File: config.mk
export PLATFORM = sky130hd
export DESIGN_NAME = call_request_unit
export DESIGN_NICKNAME = d
export VERILOG_FILES = /design/src/rtl/call_request_unit.sv
export SDC_FILE = /design/constraint.sdc
export NUM_CORES = 1
export LEC_CHECK = 0
export BUFFER_PORTS_ARGS = -buffer_cell sky130_fd_sc_hd__buf_4
export CAP_MARGIN = 0
export CORE_MARGIN = 5
export CORE_UTILIZATION = 52
export DETAILED_ROUTE_END_ITERATION = 10
export PLACE_DENSITY_LB_ADDON = 0.25
export SYNTH_ARGS = -nofsm -noshare
export SYNTH_HDL_FRONTEND = slang
export SYNTH_SLANG_ARGS = --single-unit
File: constraint.sdc
create_clock -name CLK -period 1.9 [get_ports CLK]
set_input_delay 0.19 -clock CLK [delete_from_list [all_inputs] [get_ports CLK]]
set_output_delay 0.19 -clock CLK [all_outputs]
set_load 0.005 [all_outputs]
File: src/rtl/call_request_unit.sv
// Elevator call request stage: synchronise, optionally debounce (CALL_DEBOUNCE_EN), edge-detect
// cab/hall buttons and hold one pending-request bit per floor until that floor is served.
module call_request_unit #(
    parameter int unsigned DEBOUNCE_CYCLES = 16
) (
    input  logic       CLK,
    input  logic       RST,
    input  logic [2:0] interior_panel,
    input  logic [2:0] exterior_panel,
    input  logic [1:0] current_floor,
    input  logic [2:0] doors,
    output logic [2:0] requests,
    output logic       req_valid,
    output logic       new_req,
    output logic [2:0] door_reopen,
    output logic [2:0] lamp
);

    if (DEBOUNCE_CYCLES < 2 || DEBOUNCE_CYCLES > 255) begin : g_bad_debounce
        $error("DEBOUNCE_CYCLES must be in 2..255");
    end

    // Bits [2:0] are cab buttons, [5:3] hall buttons.
    logic [5:0] raw;
    logic [5:0] s1;
    logic [5:0] s2;
    logic [5:0] f;
    logic [5:0] f_d;
    logic [5:0] press_all;
    logic [2:0] press;
    logic [2:0] serve;
    logic [2:0] next_requests;

    assign raw = {exterior_panel, interior_panel};

    always_ff @(posedge CLK or negedge RST) begin
        if (!RST) begin
            s1 <= '0;
            s2 <= '0;
        end else begin
            s1 <= raw;
            s2 <= s1;
        end
    end

`ifdef CALL_DEBOUNCE_EN
    localparam logic [7:0] CntLast = 8'(DEBOUNCE_CYCLES - 1);

    logic [7:0] cnt [6];

    // f flips on the DEBOUNCE_CYCLES-th consecutive edge with s2 != f.
    always_ff @(posedge CLK or negedge RST) begin
        if (!RST) begin
            f <= '0;
            for (int i = 0; i < 6; i++) begin
                cnt[i] <= '0;
            end
        end else begin
            for (int i = 0; i < 6; i++) begin
                if (s2[i] == f[i]) begin
                    cnt[i] <= '0;
                end else if (cnt[i] == CntLast) begin
                    f[i]   <= ~f[i];
                    cnt[i] <= '0;
                end else if (cnt[i] != 8'hFF) begin
                    cnt[i] <= cnt[i] + 8'd1;
                end
            end
        end
    end
`else
    assign f = s2;
`endif

    always_ff @(posedge CLK or negedge RST) begin
        if (!RST) begin
            f_d <= '0;
        end else begin
            f_d <= f;
        end
    end

    assign press_all = f & ~f_d;
    assign press     = press_all[2:0] | press_all[5:3];

    // A floor is served only when doors is exactly its one-hot code and the cab is parked there.
    assign serve[0] = (doors == 3'b001) && (current_floor == 2'd1);
    assign serve[1] = (doors == 3'b010) && (current_floor == 2'd2);
    assign serve[2] = (doors == 3'b100) && (current_floor == 2'd3);

    assign next_requests = (requests | press) & ~serve;

    always_ff @(posedge CLK or negedge RST) begin
        if (!RST) begin
            requests    <= '0;
            req_valid   <= 1'b0;
            new_req     <= 1'b0;
            door_reopen <= '0;
        end else begin
            requests    <= next_requests;
            req_valid   <= |next_requests;
            new_req     <= |(next_requests & ~requests);
            door_reopen <= press & serve;
        end
    end

    assign lamp = requests;

endmodule

==> key figures, run 1 <==
Outcome
  • Outcome: complete, no violations

Synthesis
  • Adder-Cell Fraction of Synth Area: 0%
  • Syn_nets: 71
  • Yosys warnings: 0
  • Seq/Total Area, Yosys: 74.5%
  • Synthesized cell area: 873 um2
  • Main combinational cell family by area after synthesis: compound AO/OA/AOI/OAI gates
  • Xor and xnor area share after synthesis: 0%
  • Post-synthesis mux area share: 0%
  • Distinct cells, synth: 17
  • FF+latch count, synth: 26
  • Mean post-synth cell area: 15.1 um2
  • Synth Area in Compound Gates: 11.0%
  • Mapped Cells: 58
  • Simple-gate share of the synthesized area: 8.02%

Critical path
  • CP top delay family: flip-flops
  • Reg-to-Reg Start: f[1]
  • CP max FO: 3
  • Cell chain of the critical path: inv_1, o22ai_1, o21a_1, or3_1
  • WP data required: 2.09 ns
  • Setup CP Type: flip-flop to flip-flop
  • Crit path from: f[1]
  • R2R cell count: 4
  • Crit path largest cell delay: 0.40 ns
  • CP bufs+invs: 1
  • Slowest-stage cell, CP: dfrtp_1
  • Arrival @ worst endpoint: 1.41 ns
  • Startpoint types: flip-flop
  • Critical path depth: 4
  • Critical Path End Type: flip-flop

Global route
  • Largest net degree at the start of global routing: 27
  • First-pass GRT wire length: 2210 um
  • Initial antenna violation count: 0
  • Vias in the first global route: 482
  • GRT overflow: 0
  • Global Route Usage Sum: 11.4%

Clocking
  • H-tree Lvls: 1
  • CTS Buf Count: 3
  • Clk slew on worst S/H paths: 0.12 ns
  • CTS Sinks: 26
  • Post_cts resized: 0
  • CTS tree: done
  • Skew-Pair Late Insertion Delay: 0.30 ns
  • Postcts setup bufs: 0
  • Max clock buf depth: 2
  • Root Driver: clkbuf_4

Place
  • RePlAce Congestion: 0.787
  • Post-Place Setup Slack: 0.684 ns
  • Buffers on Ports: 23
  • DP HPWL: 1000 um

Timing
  • Setup WS post-layout: 0.682 ns
  • Fin. max-slew vios: 0
  • Final period util: 64.1%
  • Worst-margin pin slew: 0.311 ns
  • Fmax: 821 MHz
  • Setup TNS: 0 ns
  • Final number of hold-violating endpoints: 0
  • Clock skew: 0.00269 ns
  • RSZ-0062 raised after global routing: no
  • Crit path time final: 1.22 ns
  • Final Setup Violations: 0
  • Slew margin rel.: 79.3%

Job
  • MaxCap Viol Count: 0

Layout
  • Diodes inserted: 0
  • Area Growth Syn to Fin: 30.1%
  • Share of post-route cells with drive strength above 1: 36.4%
  • Multi-input gate area: 166 um2
  • Filler instances: 99
  • FF+latch area: 651 um2
  • NumNets Final: 103

Power and ir drop
  • Pleak: 0.584 nW
  • PD cells: 778 nW/um2
  • Switching share of power: 20.8%
  • Max VDD drop: 0.679 mV
  • Combinational Power Share: 9.6%
  • Reg power frac: 66.7%
  • Part of the power in the clock network: 23.8%
  • Net Sw Power: 0.184 mW
  • Cell Int Power: 0.700 mW

Floorplanning
  • Die ar.: 2600 um2
  • Die extent in y: 51.0 um
  • Die Wd: 51.0 um
  • Core ar.: 1540 um2
  • FP Rows: 14
  • Total I/O pin count: 24
  • Initial core utilization: 56.7%

Drt
  • Drt first pass iters: 1
  • DRT iter0 DRCs: 0
  • Post-route ant nets: 0
  • WL/cell: 12.6 um
  • Vias: 518
  • Post-Route WL: 1310 um
  • Drt drc: 0
  • Vias/cell: 4.98

Min path
  • Hold Crit Start: doors[0]
  • Hold WC Path Type: primary input to flip-flop
  • Hold path depth: 3
[final cells by class]
cell class | count | share of cell area (%)
clock buffers | 3 | 1.98
well taps | 16 | 1.76
inverters | 9 | 2.97
flip-flops and latches | 26 | 57.3
multi-input cells | 20 | 14.6
repair buffers | 30 | 21.4
[synth_stat cells]
cell	number	area (um2)
a22oi_2	1	12.5
nor2_1	5	18.8
a21boi_4	1	18.8
nor2b_2	1	8.76
a311oi_1	1	8.76
dfrtp_1	26	651
nor2b_4	1	13.8
o22ai_1	1	6.26
buf_4	3	22.5
and2b_1	1	7.51
a221o_1	1	10.0
nand3_1	3	15.0
or3_1	1	6.26
a21boi_2	1	11.3
o21a_1	1	7.51
inv_1	9	33.8
a22oi_4	1	21.3
[kinds of logic after synthesis]
logic type / count (synthesis)
simple gates: 12
compound gates: 8
flops: 26
buf+inv: 12
[worst register-to-register path, stage by stage (launching register included)]
cell and delay, ns:
dfrtp_1 0.40, inv_1 0.05, o22ai_1 0.09, o21a_1 0.21
or3_1 0.37
[power by group through the flow]
stage | clock [mW] | combinational (mW) | sequential, mW
after floorplan | 0 | 0.0299 | 0.598
after detailed placement | 0 | 0.0751 | 0.601
final | 0.210 | 0.0845 | 0.589
after global routing | 0.248 | 0.0943 | 0.593
after global placement | 0 | 0.0729 | 0.599
after CTS | 0.218 | 0.0864 | 0.590
[sequential cells by signal, summed over array words and instances (netlist names)]
signal	cells
new_req	1
s1	6
f	6
f_d	6
req_valid	1
lamp	3
door_reopen	3
[through the flow]
step	hold slack (ns)	utilization (%)	power [mW]	area, um2	cells
5_1_grt	0.167	73.7	0.935	1140	104
4_1_cts	0.177	73.7	0.894	1140	104
6_report	0.183	73.7	0.884	1140	104
2_1_floorplan	-0.106	-	0.628	873	58
3_3_place_gp	0.106	67.7	0.672	1040	94
3_5_place_dp	0.106	67.7	0.676	1040	94
[final timing paths]
kind	slack (ns)	endpoint
max in group asynchronous	1.35	f_d[3]
worst min-delay path	0.18	door_reopen[0]
min in group asynchronous	0.31	lamp[1]
worst min register to register	0.36	f[2]
worst max-delay path	0.68	req_valid
worst max register to register	0.68	req_valid
[placed cells by master (no fill, tap or decap), drive strengths merged, types with 2 or more instances in the layout]
master       instances
buf                 23
dlygate4sd3          7
dfrtp               26
a21boi               2
clkbuf               3
nand3                3
nor2                 5
inv                  9
a22oi                2
nor2b                2
[routing by layer]
metal / global-route usage, % / up-vias / part of all wire [%]
li1: - / 242 / -
met1: 14.8 / 255 / 40
met2: 18.2 / 19 / 49
met3: 3.49 / 2 / 10
met4: 3.83 / 0 / 0.84
met5: 0 / - / 0
[timing repair]
action / CTS / global route
hold buffers: 7 / 0
endpoints found under the setup margin: 0 / 0
hold endpoints to repair: 32 / 0
No activity file was read; power rests on OpenSTA's default activity.
==> inputs of run 2 (changes only) <==
--- a/config.mk
+++ b/config.mk
@@ -5,10 +5,11 @@
 export SDC_FILE = /design/constraint.sdc
 export NUM_CORES = 1
 export LEC_CHECK = 0
+export ABC_AREA = 1
 export BUFFER_PORTS_ARGS = -buffer_cell sky130_fd_sc_hd__buf_4
 export CAP_MARGIN = 0
 export CORE_MARGIN = 5
-export CORE_UTILIZATION = 52
+export CORE_UTILIZATION = 44
 export DETAILED_ROUTE_END_ITERATION = 10
 export PLACE_DENSITY_LB_ADDON = 0.25
 export SYNTH_ARGS = -nofsm -noshare
==> constraint.sdc (replaced) <==
create_clock -name CLK -period 1 [get_ports CLK]
set_input_delay 0.1 -clock CLK [delete_from_list [all_inputs] [get_ports CLK]]
set_output_delay 0.1 -clock CLK [all_outputs]
set_load 0.005 [all_outputs]
==> key figures, run 2 <==
Outcome
  • Outcome: complete, no violations

Power and ir drop
  • Combinational Power Share: 9.2%
  • Pleak: 0.631 nW
  • Max VDD drop: 1.08 mV
  • Net Sw Power: 0.390 mW
  • Part of the power in the clock network: 28.8%
  • Switching share of power: 21.7%
  • Reg power frac: 62.0%
  • Cell Int Power: 1.41 mW
  • PD cells: 1500 nW/um2

Critical path
  • Worst reg2reg setup slack: 0.10 ns
  • Setup CP Type: flip-flop to primary output
  • Critical path depth: 1
  • Crit path from: lamp[1]
  • Slowest-stage cell, CP: dfrtp_1
  • Reg-to-Reg Start: f[1]
  • Crit Reg-Reg Endpoint: req_valid
  • Startpoint types: flip-flop
  • Arrival @ worst endpoint: 0.89 ns
  • CP top delay family: flip-flops
  • WP data required: 0.90 ns
  • R2R cell count: 4
  • Cell chain of the critical path: buf_4
  • CP bufs+invs: 1
  • Critical Path End Type: primary output
  • CP max FO: 3
  • Crit path largest cell delay: 0.43 ns
  • Worst setup endpoint: lamp[1]

Synthesis
  • Most common library cells after synthesis: dfrtp_1 (26), inv_1 (17), nand2_1 (11), nand3_1 (8)
  • Leading area contributor after synthesis: dfrtp_1
  • Top post-synthesis cells by area: dfrtp_1 (73%), inv_1 (7.2%), nand2_1 (4.7%)
  • Synth Flop Type: dfrtp_1
  • Mapped Cells: 76
  • Most frequent cell after synthesis: dfrtp_1
  • Syn_nets: 89
  • Area fraction of the dominant cell type after synthesis: 73.4%
  • Seq/Total Area, Yosys: 73.4%
  • Yosys warnings: 0
  • Distinct cells, synth: 11
  • Post-synth ARST share: 100%
  • Synthesized cell area: 886 um2
  • Mean post-synth cell area: 11.7 um2
  • FF+latch count, synth: 26
  • EDFF count, synth: 0

Layout
  • Share of post-route cells with drive strength above 1: 31.5%
  • Commonest non-fill, non-tap cell in the layout: dfrtp_1
  • Top flop regs: f: 6 flops, f_d: 6 flops, s1: 6 flops
  • Filler instances: 169
  • Area Growth Syn to Fin: 35.0%
  • Fin util: 61.6%
  • Diodes inserted: 0
  • Multi-input gate area: 154 um2
  • FF+latch area: 651 um2
  • Most frequent cells in the layout: dfrtp_1 (26), buf_4 (22), inv_1 (17), nand2_1 (11)
  • NumNets Final: 122

Drt
  • Vias: 580
  • Drt drc: 0
  • DRT iter0 DRCs: 2
  • Drt first pass iters: 2
  • Vias/cell: 4.30
  • Post-Route WL: 1440 um
  • Post-route ant nets: 0
  • WL/cell: 10.7 um

Timing
  • Worst-margin pin slew: 0.315 ns
  • Min Hold Slack: 0.0703 ns
  • Crit path time final: 0.989 ns
  • Final period util: 98.9%
  • Fmax: 1010 MHz
  • Clock skew: 0.00472 ns
  • RSZ-0062 raised after global routing: yes
  • Setup TNS: 0 ns
  • Final Setup Violations: 0
  • Slew margin rel.: 79.0%
  • Final number of hold-violating endpoints: 0
  • Fin. max-slew vios: 0

Global route
  • Largest net degree at the start of global routing: 27
  • Initial antenna violation count: 0
  • GRT overflow: 0
  • Vias in the first global route: 549
  • Global Route Usage Sum: 10.5%
  • First-pass GRT wire length: 2260 um

Clocking
  • CTS Buf Count: 3
  • Clk slew on worst S/H paths: 0.13 ns
  • Root Driver: clkbuf_4
  • Skew-Pair Late Insertion Delay: 0.31 ns
  • CTS tree: done
  • Max clock buf depth: 2
  • CTS Sinks: 26
  • H-tree Lvls: 1

Min path
  • Hold WC Path Type: primary input to flip-flop

Floorplanning
  • Die extent in y: 54.9 um
  • Die ar.: 3010 um2
  • Die Wd: 54.9 um
  • FP Rows: 16
  • Core ar.: 1940 um2
  • Total I/O pin count: 24
  • Initial core utilization: 45.6%

Place
  • DP HPWL: 987 um
  • RePlAce Congestion: 0.708
  • Buffers on Ports: 23

Job
  • MaxCap Viol Count: 0
-- run 2: cell count changes in the layout (fill, tap and decap cells not counted), moves of 2 or more --
cell and delta:
nor2_1 -2, nand2_1 +11, nand3_1 +4, inv_1 +8, nand3_2 +3, buf_6 +2, a21oi_1 +3
-- run 2: through the flow --
| step | power, mW | std cells | setup WS [ns] | instance area [um2] |
|---|---|---|---|---|
| after floorplan | 1.19 | 76 | 0.180 | 886 |
| after global placement | 1.27 | 123 | 0.151 | 1070 |
| after detailed placement | 1.28 | 123 | 0.119 | 1070 |
| after CTS | 1.81 | 135 | 0.00134 | 1180 |
| after global routing | 1.89 | 135 | -0.0284 | 1200 |
| final | 1.80 | 135 | 0.0114 | 1200 |
-- run 2: layout make-up --
type	instances	share of cell area, %
Sequential cell	26	54.4
Timing Repair Buffer	31	21.5
Multi-Input combinational cell	30	12.9
Inverter	17	5.33
Clock buffer	4	3.03
Tap cell	27	2.82
-- run 2: kinds of logic (layout without fill, tap and decap cells) --
group           Yosys count  count (layout)  share of synthesized area (%)
flops                    26              26                           73.4
simple gates             26              26                           14.1
buf+inv                  20              52                           9.75
compound gates            4               4                           2.68
-- run 2: what timing repair did --
action,CTS,global route
setup endpoints to repair,2,7
cloned,0,0
endpoints found under the hold margin,32,0
buffers inserted,1,0
hold buffers,7,0
gates resized for setup,0,3
-- run 2: metal layers --
layer,track usage [%],wire length [um],up-vias
met5,0,0,-
met4,4.98,12,0
met3,1.63,102,2
met2,17.9,742,17
met1,12.9,583,274
li1,-,-,287
-- run 2: power by group through the flow --
stage	Clock, mW	Combinational (mW)	Sequential [mW]
CTS	0.529	0.165	1.12
finish	0.518	0.165	1.12
floorplan	0	0.0530	1.13
detailed placement	0	0.139	1.14
global placement	0	0.135	1.13
global route	0.577	0.188	1.12
-- run 2: how the worst min path moves through the flow --
| stage | slack [ns] | startpoint | cells after the start | to |
|---|---|---|---|---|
| floorplan | -0.20 | RST | 0 | door_reopen[0] |
| CTS | 0.07 | doors[1] | 4 | door_reopen[0] |
| detailed placement | 0.02 | RST | 1 | s1[5] |
| finish | 0.07 | doors[1] | 4 | door_reopen[0] |
| global placement | 0.02 | RST | 1 | s1[5] |
| global route | 0.07 | doors[1] | 4 | door_reopen[0] |
